[config.mk]
export PLATFORM = sky130hd
export DESIGN_NAME = tone_sequencer
export DESIGN_NICKNAME = d
export VERILOG_FILES = /design/src/rtl/tone_sequencer.sv
export SDC_FILE = /design/constraint.sdc
export NUM_CORES = 1
export LEC_CHECK = 0
export CAP_MARGIN = 25
export CORE_MARGIN = 5
export CORE_UTILIZATION = 45
export CTS_CLUSTER_SIZE = 40
export DETAILED_ROUTE_END_ITERATION = 7
export PLACE_DENSITY = 0.67
export SLEW_MARGIN = 25
export SYNTH_ARGS = -nofsm -noshare
export SYNTH_HDL_FRONTEND = slang
export SYNTH_SLANG_ARGS = --single-unit
[constraint.sdc]
create_clock -name clk -period 2.9 [get_ports clk]
set_clock_uncertainty 0.15 [all_clocks]
set_input_delay 0.435 -clock clk [delete_from_list [all_inputs] [get_ports clk]]
set_output_delay 0.435 -clock clk [all_outputs]
set_load 0.03 [all_outputs]
[src/rtl/tone_sequencer.sv]
// tone_sequencer: steps through a synchronous song ROM of 5-bit note codes,
// holds each note for one beat and drives the 11-bit speaker divider preset.
// Build option: define TONE_SEQ_LOOP_EN to restart the song from address 0
// after the end marker instead of returning to idle.
module tone_sequencer #(
  parameter int BEAT_DIV = 3000000,
  parameter int ADDR_W   = 8
) (
  input  logic              clk,
  input  logic              rst,
  input  logic              start,
  input  logic              stop,
  input  logic              pause,
  output logic [ADDR_W-1:0] rom_addr,
  input  logic [4:0]        rom_data,
  output logic [10:0]       tone,
  output logic [4:0]        note_code,
  output logic              playing,
  output logic              done
);

  localparam int                CNT_W    = $clog2(BEAT_DIV);
  localparam logic [CNT_W-1:0]  BEAT_LAST = CNT_W'(BEAT_DIV - 1);
  localparam logic [10:0]       SILENCE  = 11'd2047;
  localparam logic [4:0]        END_CODE = 5'd31;

  typedef enum logic [2:0] {
    S_IDLE,
    S_FETCH,
    S_LOAD,
    S_PLAY,
    S_END
  } state_t;

  state_t           state;
  state_t           state_nxt;
  logic [CNT_W-1:0] beat_cnt;
  logic [10:0]      tone_q;
  logic             beat_wrap;

  // Note code to divider preset; codes 0 and 22..31 are silent.
  function automatic logic [10:0] note_tone(input logic [4:0] code);
    logic [10:0] t;
    case (code)
      5'd1:  t = 11'd773;
      5'd2:  t = 11'd912;
      5'd3:  t = 11'd1036;
      5'd4:  t = 11'd1116;
      5'd5:  t = 11'd1197;
      5'd6:  t = 11'd1290;
      5'd7:  t = 11'd1372;
      5'd8:  t = 11'd1410;
      5'd9:  t = 11'd1480;
      5'd10: t = 11'd1542;
      5'd11: t = 11'd1576;
      5'd12: t = 11'd1622;
      5'd13: t = 11'd1668;
      5'd14: t = 11'd1728;
      5'd15: t = 11'd1763;
      5'd16: t = 11'd1794;
      5'd17: t = 11'd1808;
      5'd18: t = 11'd1836;
      5'd19: t = 11'd1858;
      5'd20: t = 11'd1877;
      5'd21: t = 11'd1900;
      default: t = SILENCE;
    endcase
    return t;
  endfunction

  // State register.
  always_ff @(posedge clk) begin
    if (rst) state <= S_IDLE;
    else     state <= state_nxt;
  end

  // Next-state decode; stop overrides every transition, including start.
  always_comb begin
    state_nxt = state;
    beat_wrap = (beat_cnt == BEAT_LAST) && !pause;
    case (state)
      S_IDLE:  if (start) state_nxt = S_FETCH;
      S_FETCH: state_nxt = S_LOAD;
      S_LOAD:  state_nxt = (rom_data == END_CODE) ? S_END : S_PLAY;
      S_PLAY:  if (beat_wrap) state_nxt = S_FETCH;
`ifdef TONE_SEQ_LOOP_EN
      S_END:   state_nxt = S_FETCH;
`else
      S_END:   state_nxt = S_IDLE;
`endif
      default: state_nxt = S_IDLE;
    endcase
    if (stop) state_nxt = S_IDLE;
  end

  // Address, beat counter, held note and status flags.
  always_ff @(posedge clk) begin
    if (rst || stop) begin
      rom_addr  <= '0;
      beat_cnt  <= '0;
      tone_q    <= SILENCE;
      note_code <= '0;
      playing   <= 1'b0;
      done      <= 1'b0;
    end else begin
      done    <= 1'b0;
      playing <= (state_nxt != S_IDLE);
      case (state)
        S_LOAD: begin
          beat_cnt <= '0;
          if (rom_data == END_CODE) begin
            tone_q    <= SILENCE;
            note_code <= '0;
            rom_addr  <= '0;
            done      <= 1'b1;
          end else begin
            tone_q    <= note_tone(rom_data);
            note_code <= rom_data;
          end
        end
        S_PLAY: begin
          if (!pause) begin
            if (beat_cnt == BEAT_LAST) begin
              beat_cnt <= '0;
              rom_addr <= rom_addr + 1'b1;
            end else begin
              beat_cnt <= beat_cnt + 1'b1;
            end
          end
        end
        S_IDLE:  rom_addr <= '0;
        default: ;
      endcase
    end
  end

  // Pause silences the speaker immediately while the held note is kept.
  always_comb begin
    tone = tone_q;
    if (state == S_PLAY && pause) tone = SILENCE;
  end

endmodule

==> insert_results.sql <==
INSERT INTO impl_metrics (metric_group, metric, value, unit) VALUES
('outcome', 'status', 'complete, no violations', ''),
('routing', 'dr_total_vias', '2629', ''),
('timing', 'report.final.hold_viol_count', '0', ''),
('timing', 'achievable-frequency', '363', 'MHz'),
('yosys', 'synthDistinctLibCells', '63', ''),
('cts', 'clock_buffer_count_from_cts', '5', ''),
('timing', 'timing.max_slew.rel_slack', '0.480', ''),
('cts', 'ctsResizeCount', '0', ''),
('yosys', 'syn-cell-area', '0.00285', 'sq mm'),
('cts', 'cts.hold.buffers_added', '0', ''),
('place', 'detailed_place.area', '0.00332', 'sq mm'),
('yosys', 'synth.yosys.seq_area_share', '0.358', ''),
('global_routing', 'pin_count_of_the_biggest_net_entering_global_routing', '28', ''),
('routing', 'drt-vias-per-instance', '5.58', ''),
('finish', 'layout.area.seq', '0.00102', 'sq mm'),
('worst_setup_path', 'crit_start', 'state[1]', ''),
('timing', 'grt_setup_unrepaired', 'no', ''),
('routing', 'wirelength', '6.59', 'mm'),
('yosys', 'syn_avg_cell_area', '8.01', 'sq um'),
('cts', 'clock_sinks', '51', ''),
('floorplan', 'chipWidth', '89.6', 'microns'),
('pwr', 'power_frac_comb', '0.098', ''),
('hold_path', 'timing.hold.worst.class', 'reg2reg', ''),
('worst_setup_path', 'timing.critical_path.from_type', 'flop', ''),
('cts', 'post_cts.repair.setup_buffers', '0', ''),
('cts', 'clkLatencyLatePin', '0.30', 'ns'),
('global_routing', 'global_route.overflow_total', '0', ''),
('global_routing', 'number_of_antenna_violations_at_the_first_check_in_global_routing', '0', ''),
('worst_setup_path', 'r2r-start', 'beat_cnt[20]', ''),
('worst_setup_path', 'worst_r2r_path_depth', '5', ''),
('yosys', 'postSynth.topFlopCell', 'sky130_fd_sc_hd__dfxtp_1', ''),
('finish', 'fraction_of_final_layout_cells_sized_beyond_drive_strength_1', '0.0863', ''),
('place', 'numPortBuffers', '35', ''),
('pwr', 'netSwitchingPower', '311', 'uW'),
('worst_setup_path', 'critical_path.endpoint', 'tone[10]', ''),
('finish', 'multiInputGateArea', '0.00171', 'sq mm'),
('pwr', 'total_leakage_power', '0.00119', 'uW'),
('timing', 'final_max_slew_viol_count', '0', ''),
('floorplan', 'die-area', '0.00803', 'sq mm'),
('finish', 'flow.area_growth_from_synthesis', '20.4', '%'),
('yosys', 'synth_largest_area_cell', 'sky130_fd_sc_hd__dfxtp_1', ''),
('place', 'dp_hpwl', '4.81', 'mm'),
('place', 'gp_routability_congestion', '0.824', ''),
('yosys', 'post_synth_inst_count', '356', ''),
('yosys', 'synth.top_cell.area_share', '0.358', ''),
('worst_setup_path', 'critical_r2r_capture', 'rom_addr[6]', ''),
('cts', 'clkTransAtPathRegs', '0.09', 'ns'),
('timing', 'finalSetupTns', '0', 'ns'),
('cts', 'htreeDepth', '2', ''),
('finish', 'layout.cell_area.non_filler', '0.00344', 'sq mm'),
('worst_setup_path', 'slowest_stage', 'sky130_fd_sc_hd__clkdlybuf4s50_1', ''),
('timing', 'fin_crit', '2.75', 'ns'),
('worst_setup_path', 'worst_path_largest_cell_delay', '0.67', 'ns'),
('worst_setup_path', 'crit_type', 'reg2out', ''),
('pwr', 'seq_power_share', '0.523', ''),
('timing', 'report.final.setup_viol', '0', ''),
('worst_setup_path', 'worst-path-stages', '6', ''),
('floorplan', 'floorplan.io_pins', '36', ''),
('yosys', 'async_set_or_reset_register_ratio_after_synthesis', '0', ''),
('finish', 'antenna_cells', '0', ''),
('pwr', 'p_clk_frac', '0.379', ''),
('finish', 'num-nets-final', '411', ''),
('worst_setup_path', 'critical_path.cell_chain', 'and2b_2 > and2_4 > nand2_1 > buf_4 > nand2b_1 > clkdlybuf4s50_1', ''),
('floorplan', 'chipHeight', '89.6', 'microns'),
('cts', 'root_buffer', 'sky130_fd_sc_hd__clkbuf_8', ''),
('global_routing', 'grt_first_pass_wirelength', '11.2', 'mm'),
('pwr', 'ir_drop', '0.252', 'mV'),
('routing', 'antenna_violating_nets_post_route', '0', ''),
('timing', 'worst-slew-pin-transition', '0.780', 'ns'),
('pwr', 'cell_area_power_density', '392', 'mW/mm^2'),
('worst_setup_path', 'worstPathMaxFanout', '11', '');
[metal layers]
metal | part of all wire | vias to the layer above | track usage
li1 | - | 1353 | -
met1 | 0.46 | 1218 | 0.211
met2 | 0.48 | 46 | 0.303
met3 | 0.046 | 12 | 0.0365
met4 | 0.018 | 0 | 0.0677
met5 | 0 | - | 0
[cell usage in the layout, fill, tap and decap left out, types with 6 or more instances in the layout]
cell type,instances
sky130_fd_sc_hd__dfxtp_1,51
sky130_fd_sc_hd__nand2_1,42
sky130_fd_sc_hd__clkdlybuf4s50_1,35
sky130_fd_sc_hd__nor2_1,29
sky130_fd_sc_hd__nand3_1,27
sky130_fd_sc_hd__a21oi_1,21
sky130_fd_sc_hd__nand2b_1,18
sky130_fd_sc_hd__buf_4,15
sky130_fd_sc_hd__nor3_1,14
sky130_fd_sc_hd__o21ai_1,11
sky130_fd_sc_hd__nand4_1,9
sky130_fd_sc_hd__xnor2_1,9
sky130_fd_sc_hd__ha_1,8
sky130_fd_sc_hd__inv_1,7
sky130_fd_sc_hd__xor2_1,7
sky130_fd_sc_hd__and3_1,6
sky130_fd_sc_hd__clkbuf_8,6
[per-stage QoR]
step | std cells | hold WS, ns | total power, uW | worst slack [ns]
after global placement | 463 | 0.293 | 852 | 0.144
after global routing | 471 | 0.327 | 1410 | 0.0125
after CTS | 471 | 0.307 | 1370 | 0.119
after detailed placement | 463 | 0.293 | 853 | 0.0877
final | 471 | 0.304 | 1350 | 0.147
after floorplan | 356 | 0.275 | 806 | 0.663
[flip-flops by register name, summed over array words and instances, names as in the netlist]
register / flops
beat_cnt: 22
done: 1
note_code: 5
rom_addr: 8
playing: 1
tone_q: 11
state: 3
[worst register-to-register path: stages, from the launching register on]
cell and delay [ns]:
sky130_fd_sc_hd__dfxtp_1 0.34, sky130_fd_sc_hd__or4b_4 0.55, sky130_fd_sc_hd__nor4_4 0.44, sky130_fd_sc_hd__a21oi_2 0.20, sky130_fd_sc_hd__nor4_2 0.34, sky130_fd_sc_hd__mux2_2 0.36
[power groups by stage]
stage / Combinational (uW) / Clock [uW] / Sequential, uW
floorplan: 82.2 / 0 / 723
global placement: 130 / 0 / 721
detailed placement: 132 / 0 / 721
CTS: 132 / 528 / 705
global route: 148 / 560 / 705
finish: 132 / 511 / 705
[logic make-up after synthesis]
family                   Yosys count  share of synthesized area
buffers and inverters             27                     0.0421
adder cells (fa/ha/maj)            8                     0.0351
AO/OA/AOI/OAI                     67                      0.150
flip-flops                        51                      0.358
XOR/XNOR                          16                     0.0491
multiplexers                       3                     0.0114
AND/OR/NAND/NOR                  184                      0.354
[how the worst min path moves through the flow]
stage | from | endpoint | slack (ns) | cells past startpoint
after floorplan | tone_q[2] | tone_q[2] | 0.27 | 2
after detailed placement | note_code[2] | note_code[2] | 0.29 | 2
after global placement | note_code[3] | note_code[3] | 0.29 | 2
after CTS | note_code[2] | note_code[2] | 0.31 | 2
after global routing | note_code[2] | note_code[2] | 0.33 | 2
final | note_code[2] | note_code[2] | 0.30 | 2
[synth_stat cells, types with 2 or more instances]
library cell	number
sky130_fd_sc_hd__and3_1	6
sky130_fd_sc_hd__o221ai_1	2
sky130_fd_sc_hd__buf_2	5
sky130_fd_sc_hd__nand4b_1	2
sky130_fd_sc_hd__nor4_1	5
sky130_fd_sc_hd__nor3_1	14
sky130_fd_sc_hd__mux2_2	2
sky130_fd_sc_hd__nand3_1	27
sky130_fd_sc_hd__nor2_1	29
sky130_fd_sc_hd__nand2b_1	18
sky130_fd_sc_hd__a211oi_1	2
sky130_fd_sc_hd__nand2_1	42
sky130_fd_sc_hd__xor2_1	7
sky130_fd_sc_hd__and4_1	3
sky130_fd_sc_hd__clkbuf_1	10
sky130_fd_sc_hd__inv_1	7
sky130_fd_sc_hd__xnor2_1	9
sky130_fd_sc_hd__or3_1	5
sky130_fd_sc_hd__a21boi_0	2
sky130_fd_sc_hd__o21ai_0	5
sky130_fd_sc_hd__ha_1	8
sky130_fd_sc_hd__and2_1	2
sky130_fd_sc_hd__o21ai_1	11
sky130_fd_sc_hd__nand4_1	9
sky130_fd_sc_hd__a21oi_1	21
sky130_fd_sc_hd__nor2b_1	4
sky130_fd_sc_hd__buf_1	2
sky130_fd_sc_hd__o311ai_1	2
sky130_fd_sc_hd__o211ai_1	5
sky130_fd_sc_hd__a31oi_1	3
sky130_fd_sc_hd__nand3b_1	2
sky130_fd_sc_hd__nor3b_1	2
sky130_fd_sc_hd__dfxtp_1	51
sky130_fd_sc_hd__a221oi_1	3
[final cells by class]
type | count | share of cell area
clock inverter | 2 | 0.0102
timing repair buffer | 50 | 0.135
inverter | 7 | 0.00765
multi-input combinational | 278 | 0.498
clock buffer | 6 | 0.0240
tap | 77 | 0.0280
sequential | 51 | 0.297
Note: power is estimated with default switching activity, not from simulation.
